## config.mk

```make
export PLATFORM = sky130hd
export DESIGN_NAME = btn_shift_engine
export DESIGN_NICKNAME = d
export VERILOG_FILES = /design/src/rtl/bshift_pkg.sv /design/src/rtl/btn_conditioner.sv /design/src/rtl/btn_shift_engine.sv
export SDC_FILE = /design/constraint.sdc
export NUM_CORES = 1
export LEC_CHECK = 0
export CORE_MARGIN = 5
export CORE_UTILIZATION = 60
export DETAILED_ROUTE_END_ITERATION = 8
export PLACE_DENSITY = 0.84
export REMOVE_ABC_BUFFERS = 1
export SETUP_SLACK_MARGIN = 0.15
export SLEW_MARGIN = 20
export SYNTH_ARGS = -nofsm -noshare
export SYNTH_HDL_FRONTEND = slang
export SYNTH_SLANG_ARGS = --single-unit
```

## constraint.sdc

```tcl
create_clock -name clock -period 8.75 [get_ports clock]
set_clock_uncertainty 0.1 [all_clocks]
set_input_delay 1.75 -clock clock [delete_from_list [all_inputs] [get_ports clock]]
set_output_delay 1.75 -clock clock [all_outputs]
set_load 0.05 [all_outputs]
```

## src/rtl/bshift_pkg.sv

```systemverilog
// Shared types and constants for the button-driven shift/rotate engine.
package bshift_pkg;

  localparam int unsigned OPCNT_W = 16;

  typedef enum logic [1:0] {
    LOGIC,
    ARITH,
    ROT,
    ROTC
  } mode_t;

  typedef enum logic [1:0] {
    IDLE,
    SHIFT,
    DONE
  } state_t;

  typedef enum logic [1:0] {
    NONE,
    LOAD,
    LEFT,
    RIGHT
  } cmd_t;

endpackage

```

## src/rtl/btn_conditioner.sv

```systemverilog
// Push-button conditioner: 2-flop synchroniser, debounce, registered rising-edge press pulse.
// Define BSHIFT_DEBOUNCE_BYPASS_EN to drop the debounce counter (level = synchroniser output).
module btn_conditioner #(
  parameter int unsigned DEB_CYCLES = 100000
) (
  input  logic clock,
  input  logic reset,
  input  logic raw,
  output logic level,
  output logic press
);

  logic sync1_q, sync2_q;
  logic prev_q, press_q;

  always_ff @(posedge clock or posedge reset) begin
    if (reset) begin
      sync1_q <= 1'b0;
      sync2_q <= 1'b0;
      prev_q  <= 1'b0;
      press_q <= 1'b0;
    end else begin
      sync1_q <= raw;
      sync2_q <= sync1_q;
      prev_q  <= level;
      press_q <= level & ~prev_q;
    end
  end

  assign press = press_q;

`ifdef BSHIFT_DEBOUNCE_BYPASS_EN
  assign level = sync2_q;
`else
  localparam int unsigned CntW = (DEB_CYCLES > 1) ? $clog2(DEB_CYCLES) : 1;

  logic [CntW-1:0] cnt_q, cnt_d;
  logic            level_q, level_d;

  // Level flips only after DEB_CYCLES consecutive disagreeing samples.
  always_comb begin
    cnt_d   = '0;
    level_d = level_q;
    if (sync2_q != level_q) begin
      if (cnt_q == CntW'(DEB_CYCLES - 1)) begin
        level_d = sync2_q;
      end else begin
        cnt_d = cnt_q + 1'b1;
      end
    end
  end

  always_ff @(posedge clock or posedge reset) begin
    if (reset) begin
      cnt_q   <= '0;
      level_q <= 1'b0;
    end else begin
      cnt_q   <= cnt_d;
      level_q <= level_d;
    end
  end

  assign level = level_q;
`endif

endmodule

```

## src/rtl/btn_shift_engine.sv

```systemverilog
// Button-driven serial shift/rotate engine: loads from switches, shifts one bit per clock
// per accepted press, in logical, arithmetic, rotate or rotate-through-carry mode.
module btn_shift_engine
  import bshift_pkg::*;
#(
  parameter int unsigned WIDTH      = 16,
  parameter int unsigned DEB_CYCLES = 100000,
  parameter int unsigned SHAMT_W    = $clog2(WIDTH)
) (
  input  logic               clock,
  input  logic               reset,
  input  logic               btn_l,
  input  logic               btn_r,
  input  logic               btn_ld,
  input  logic [1:0]         mode,
  input  logic [SHAMT_W-1:0] shamt,
  input  logic [WIDTH-1:0]   val_in,
  output logic [WIDTH-1:0]   res,
  output logic               carry,
  output logic               busy,
  output logic               done,
  output logic [OPCNT_W-1:0] op_cnt
);

  logic       press_l, press_r, press_ld;
  logic [2:0] unused_lvl;

  btn_conditioner #(.DEB_CYCLES(DEB_CYCLES)) u_cond_l (
    .clock (clock),
    .reset (reset),
    .raw   (btn_l),
    .level (unused_lvl[0]),
    .press (press_l)
  );

  btn_conditioner #(.DEB_CYCLES(DEB_CYCLES)) u_cond_r (
    .clock (clock),
    .reset (reset),
    .raw   (btn_r),
    .level (unused_lvl[1]),
    .press (press_r)
  );

  btn_conditioner #(.DEB_CYCLES(DEB_CYCLES)) u_cond_ld (
    .clock (clock),
    .reset (reset),
    .raw   (btn_ld),
    .level (unused_lvl[2]),
    .press (press_ld)
  );

  // One-position step; returns {carry_out, result}.
  function automatic logic [WIDTH:0] step_fn(input logic [WIDTH-1:0] r, input logic c,
                                             input logic left, input mode_t m);
    logic [WIDTH-1:0] r_n;
    logic             c_n;
    if (left) begin
      c_n = r[WIDTH-1];
      case (m)
        ROT:     r_n = {r[WIDTH-2:0], r[WIDTH-1]};
        ROTC:    r_n = {r[WIDTH-2:0], c};
        default: r_n = {r[WIDTH-2:0], 1'b0};
      endcase
    end else begin
      c_n = r[0];
      case (m)
        ARITH:   r_n = {r[WIDTH-1], r[WIDTH-1:1]};
        ROT:     r_n = {r[0], r[WIDTH-1:1]};
        ROTC:    r_n = {c, r[WIDTH-1:1]};
        default: r_n = {1'b0, r[WIDTH-1:1]};
      endcase
    end
    return {c_n, r_n};
  endfunction

  state_t               state_q, state_d;
  logic [WIDTH-1:0]     res_q, res_d;
  logic                 carry_q, carry_d;
  logic                 left_q, left_d;
  mode_t                mode_q, mode_d;
  logic [SHAMT_W-1:0]   rem_q, rem_d;
  logic [OPCNT_W-1:0]   op_cnt_q, op_cnt_d;
  cmd_t                 cmd;

  always_comb begin
    cmd = NONE;
    if (press_ld) begin
      cmd = LOAD;
    end else if (press_l) begin
      cmd = LEFT;
    end else if (press_r) begin
      cmd = RIGHT;
    end
  end

  always_comb begin
    state_d  = state_q;
    res_d    = res_q;
    carry_d  = carry_q;
    left_d   = left_q;
    mode_d   = mode_q;
    rem_d    = rem_q;
    op_cnt_d = op_cnt_q;
    if (cmd == LOAD) begin
      res_d   = val_in;
      carry_d = 1'b0;
      state_d = IDLE;
    end else begin
      case (state_q)
        IDLE: begin
          if ((cmd == LEFT || cmd == RIGHT) && shamt != '0) begin
            left_d  = (cmd == LEFT);
            mode_d  = mode_t'(mode);
            rem_d   = shamt;
            state_d = SHIFT;
          end
        end
        SHIFT: begin
          {carry_d, res_d} = step_fn(res_q, carry_q, left_q, mode_q);
          rem_d            = rem_q - 1'b1;
          if (rem_q == SHAMT_W'(1)) begin
            state_d  = DONE;
            op_cnt_d = op_cnt_q + 1'b1;
          end
        end
        DONE:    state_d = IDLE;
        default: state_d = IDLE;
      endcase
    end
  end

  always_ff @(posedge clock or posedge reset) begin
    if (reset) begin
      state_q  <= IDLE;
      res_q    <= '0;
      carry_q  <= 1'b0;
      left_q   <= 1'b0;
      mode_q   <= LOGIC;
      rem_q    <= '0;
      op_cnt_q <= '0;
    end else begin
      state_q  <= state_d;
      res_q    <= res_d;
      carry_q  <= carry_d;
      left_q   <= left_d;
      mode_q   <= mode_d;
      rem_q    <= rem_d;
      op_cnt_q <= op_cnt_d;
    end
  end

  assign res    = res_q;
  assign carry  = carry_q;
  assign busy   = (state_q == SHIFT);
  assign done   = (state_q == DONE);
  assign op_cnt = op_cnt_q;

endmodule
```

==> impl_summary.log <==
INFO  metric cts_hold_repair.buffers = 0
INFO  metric synth_enable_flop_cells = 0
INFO  metric netlist.area_leader.share = 52.5%
INFO  metric final_hold_violation_count = 0
INFO  metric critical_path.reg2reg.startpoint = u_cond_l.cnt_q[0]$_DFF_PP0_
INFO  metric synth_ff_type = sky130_fd_sc_hd__dfrtp_1
INFO  metric initial_antenna_violation_count = 0
INFO  metric area_delta_synth_final = 16.5%
INFO  metric grt_first_pass_wirelength = 16900 um
INFO  metric vdd_ir_drop_max = 0.0780 mV
INFO  metric remaining_drc_errors = 0
INFO  metric die_width = 103 um
INFO  metric cellPowerDensity = 150 nW/um2
INFO  metric post-cts-setup-buffers = 0
INFO  metric timing.critical_path.arrival = 2530 ps
INFO  metric final_period_util = 50.0%
INFO  metric drive_above_1_share = 6.26%
INFO  metric grt_setup_unrepaired = no
INFO  metric cts_made_buffers = 9
INFO  metric r2r-end = u_cond_l.cnt_q[8]$_DFF_PP0_
INFO  metric drt-vias-per-instance = 5.73
INFO  metric transition_at_the_pin_with_the_smallest_max_transition_slack = 936 ps
INFO  metric final_area = 6000 um2
INFO  metric maxSlewViolCount = 0
INFO  metric cts_repair_resize_count = 0
INFO  metric clkTransAtPathRegs = 100 ps
INFO  metric ys_top_cells_by_count = sky130_fd_sc_hd__dfrtp_1 (108), sky130_fd_sc_hd__nor2_1 (66), sky130_fd_sc_hd__nand2_1 (42)
INFO  metric finalWorstPathRequiredPeriod = 4380 ps
INFO  metric cts_root_buf = sky130_fd_sc_hd__clkbuf_8
INFO  metric asyncSetResetFlopFracSynth = 100%
INFO  metric synth_most_common_cell = sky130_fd_sc_hd__dfrtp_1
INFO  metric crit_path_start = state_q[1]$_DFFE_PP0P_
INFO  metric port_buffers = 61
INFO  metric final-seq-area = 2700 um2
INFO  metric drt-pass1-iter-count = 4
INFO  metric p_leak = 0.00252 uW
INFO  metric largest_buffer_count_on_any_clock_path = 2
INFO  metric synthDominantAreaCellType = sky130_fd_sc_hd__dfrtp_1
INFO  metric place.gp.congestion = 0.842
INFO  metric drt_wl_total = 10000 um
INFO  metric cts_tree = done
INFO  metric worstRegToRegCells = 5
INFO  metric worst_hold_path_type = reg2reg
INFO  metric dieArea = 10500 um2
INFO  metric fillerInstances = 597
INFO  metric post_synth_inst_count = 501
INFO  metric groute.usage.overall = 20.1%
INFO  metric fin_setup_tns = 0 ps
INFO  metric outcome = finished, final reports clean
INFO  metric required_worst_endpoint = 6900 ps
INFO  metric clock_latency = 370 ps
INFO  metric achievable-frequency = 229 MHz
INFO  metric final_net_count = 587
INFO  metric post-dp-hpwl = 7000 um
INFO  metric cts_num_sinks = 108
INFO  metric worstSetupPathType = reg2out
INFO  metric syn-mean-instance-area = 10.3 um2
INFO  metric gr-total-overflow = 0
INFO  metric cell_row_count = 33
INFO  metric worst_setup_path_end_kind = output pin
INFO  metric postRouteAntennaNets = 0
INFO  metric postSynthRegisterBits = 108
INFO  metric grt_max_degree = 87
INFO  metric multi_input_comb_area = 2310 um2
INFO  metric critical_path_peak_fanout = 34
INFO  metric n_antenna_cell = 0
INFO  metric top_level_ports = 62
INFO  metric setup_viol_count_final = 0
INFO  metric core_region_area = 8300 um2
INFO  metric start_kind = flop
INFO  metric route.vias.total = 3803
INFO  metric crit_end = busy
INFO  metric die_h = 103 um
INFO  metric routed_wire_length_per_instance = 15.1 um
INFO  metric dpl-instance-area = 5800 um2
INFO  metric ys_types = 47
INFO  metric syn-cell-area = 5150 um2
INFO  metric timing.max_slew.rel_slack = 37.6%
INFO  metric ff2ff_setup_slack = 6760 ps
INFO  metric first_global_vias = 3837
INFO  metric drt_iter0_drc = 164
INFO  metric yosysSeqAreaShare = 52.5%
INFO  metric cts-htree-levels = 3
INFO  metric yosysWarningCount = 0
INFO  metric max-cap-violations = 0
INFO  metric start_util = 62.0%
INFO  metric ys_top_cells_by_area = sky130_fd_sc_hd__dfrtp_1 (52%), sky130_fd_sc_hd__xor2_1 (5.8%), sky130_fd_sc_hd__nor2_1 (4.8%)
==> cells in the final DEF (no fill, tap or decap), types with 2 or more instances in the layout <==
| master | instances |
|---|---|
| sky130_fd_sc_hd__mux2_2 | 5 |
| sky130_fd_sc_hd__and2_1 | 5 |
| sky130_fd_sc_hd__clkinv_4 | 2 |
| sky130_fd_sc_hd__nor4bb_1 | 6 |
| sky130_fd_sc_hd__mux2i_1 | 17 |
| sky130_fd_sc_hd__nor3_1 | 6 |
| sky130_fd_sc_hd__o31ai_1 | 2 |
| sky130_fd_sc_hd__and3_1 | 6 |
| sky130_fd_sc_hd__nor2_1 | 66 |
| sky130_fd_sc_hd__xor2_1 | 34 |
| sky130_fd_sc_hd__o21ai_0 | 23 |
| sky130_fd_sc_hd__clkdlybuf4s50_1 | 61 |
| sky130_fd_sc_hd__o41ai_1 | 2 |
| sky130_fd_sc_hd__a21oi_1 | 31 |
| sky130_fd_sc_hd__xnor2_1 | 23 |
| sky130_fd_sc_hd__nor2b_1 | 6 |
| sky130_fd_sc_hd__dfrtp_1 | 107 |
| sky130_fd_sc_hd__nor4_1 | 4 |
| sky130_fd_sc_hd__and4_1 | 10 |
| sky130_fd_sc_hd__or3_1 | 6 |
| sky130_fd_sc_hd__nand4_2 | 3 |
| sky130_fd_sc_hd__ha_1 | 6 |
| sky130_fd_sc_hd__nor3_2 | 2 |
| sky130_fd_sc_hd__clkbuf_8 | 11 |
| sky130_fd_sc_hd__or3b_1 | 2 |
| sky130_fd_sc_hd__inv_1 | 9 |
| sky130_fd_sc_hd__nand4_1 | 14 |
| sky130_fd_sc_hd__nor4b_1 | 5 |
| sky130_fd_sc_hd__nand2_1 | 42 |
| sky130_fd_sc_hd__nand3_1 | 21 |
==> logic make-up after synthesis <==
logic type / after synthesis / share of synthesized area [%]
buffers and inverters: 30 / 2.70
flip-flops: 108 / 52.5
multiplexers: 23 / 4.62
AO/OA/AOI/OAI: 64 / 6.80
adder cells (fa/ha/maj): 6 / 1.46
XOR/XNOR: 57 / 9.70
AND/OR/NAND/NOR: 213 / 22.2
==> worst min path at each step <==
stage	start	to	slack, ps	cells after the start
after global placement	u_cond_l.sync1_q$_DFF_PP0_	u_cond_l.sync2_q$_DFF_PP0_	230	0
after CTS	u_cond_l.sync1_q$_DFF_PP0_	u_cond_l.sync2_q$_DFF_PP0_	260	0
after global routing	u_cond_l.sync1_q$_DFF_PP0_	u_cond_l.sync2_q$_DFF_PP0_	260	0
after floorplan	u_cond_l.sync1_q$_DFF_PP0_	u_cond_l.sync2_q$_DFF_PP0_	230	0
final	u_cond_r.sync1_q$_DFF_PP0_	u_cond_r.sync2_q$_DFF_PP0_	260	0
after detailed placement	u_cond_r.sync1_q$_DFF_PP0_	u_cond_r.sync2_q$_DFF_PP0_	230	0
==> registers in the layout, summed over array words and instances, names as in the netlist, 2 cells and up <==
| name | cells |
|---|---|
| mode_q | 2 |
| op_cnt | 16 |
| rem_q | 4 |
| res | 16 |
| state_q | 2 |
| u_cond_l.cnt_q | 17 |
| u_cond_ld.cnt_q | 17 |
| u_cond_r.cnt_q | 17 |
==> stage by stage <==
stage	instances	total power (uW)	setup slack (ps)	util [%]	hold slack (ps)
floorplan	481	580	4050	-	231
finish	664	898	4370	72.3	257
global placement	648	615	4490	69.9	233
global route	664	939	4220	72.3	262
CTS	664	909	4060	72.2	260
detailed placement	648	618	4460	69.9	235
==> worst max-delay path, stage by stage (launching register included) <==
cell,delay [ps]
sky130_fd_sc_hd__dfrtp_1,420
sky130_fd_sc_hd__nand2b_2,460
sky130_fd_sc_hd__inv_1,410
sky130_fd_sc_hd__clkdlybuf4s50_1,880
==> where the power goes <==
part | switching (uW) | internal [uW] | leakage (uW) | total [uW]
Sequential | 13.1 | 511 | 0.00142 | 524
Combinational | 51.3 | 31.9 | 0.000997 | 83.2
Clock | 168 | 123 | 0.000102 | 291
==> area by class of cell <==
cell class | count | area share, %
clock buffers | 11 | 2.52
repair buffers | 62 | 10.4
inverters | 10 | 0.667
well taps | 105 | 2.19
flip-flops and latches | 108 | 45.1
multi-input cells | 363 | 38.5
clock inverters | 5 | 0.709
==> layer usage <==
layer  track usage [%]  wire length (um)  up-vias  part of all wire (%)
li1                  -                 -     1845                     -
met1              24.1              4240     1864                    42
met5                 0                 0        -                     0
met4              7.47               183        0                   1.8
met3              4.87               470       16                   4.7
met2              35.0              5130       78                    51
(Power assumes the default switching activity.)
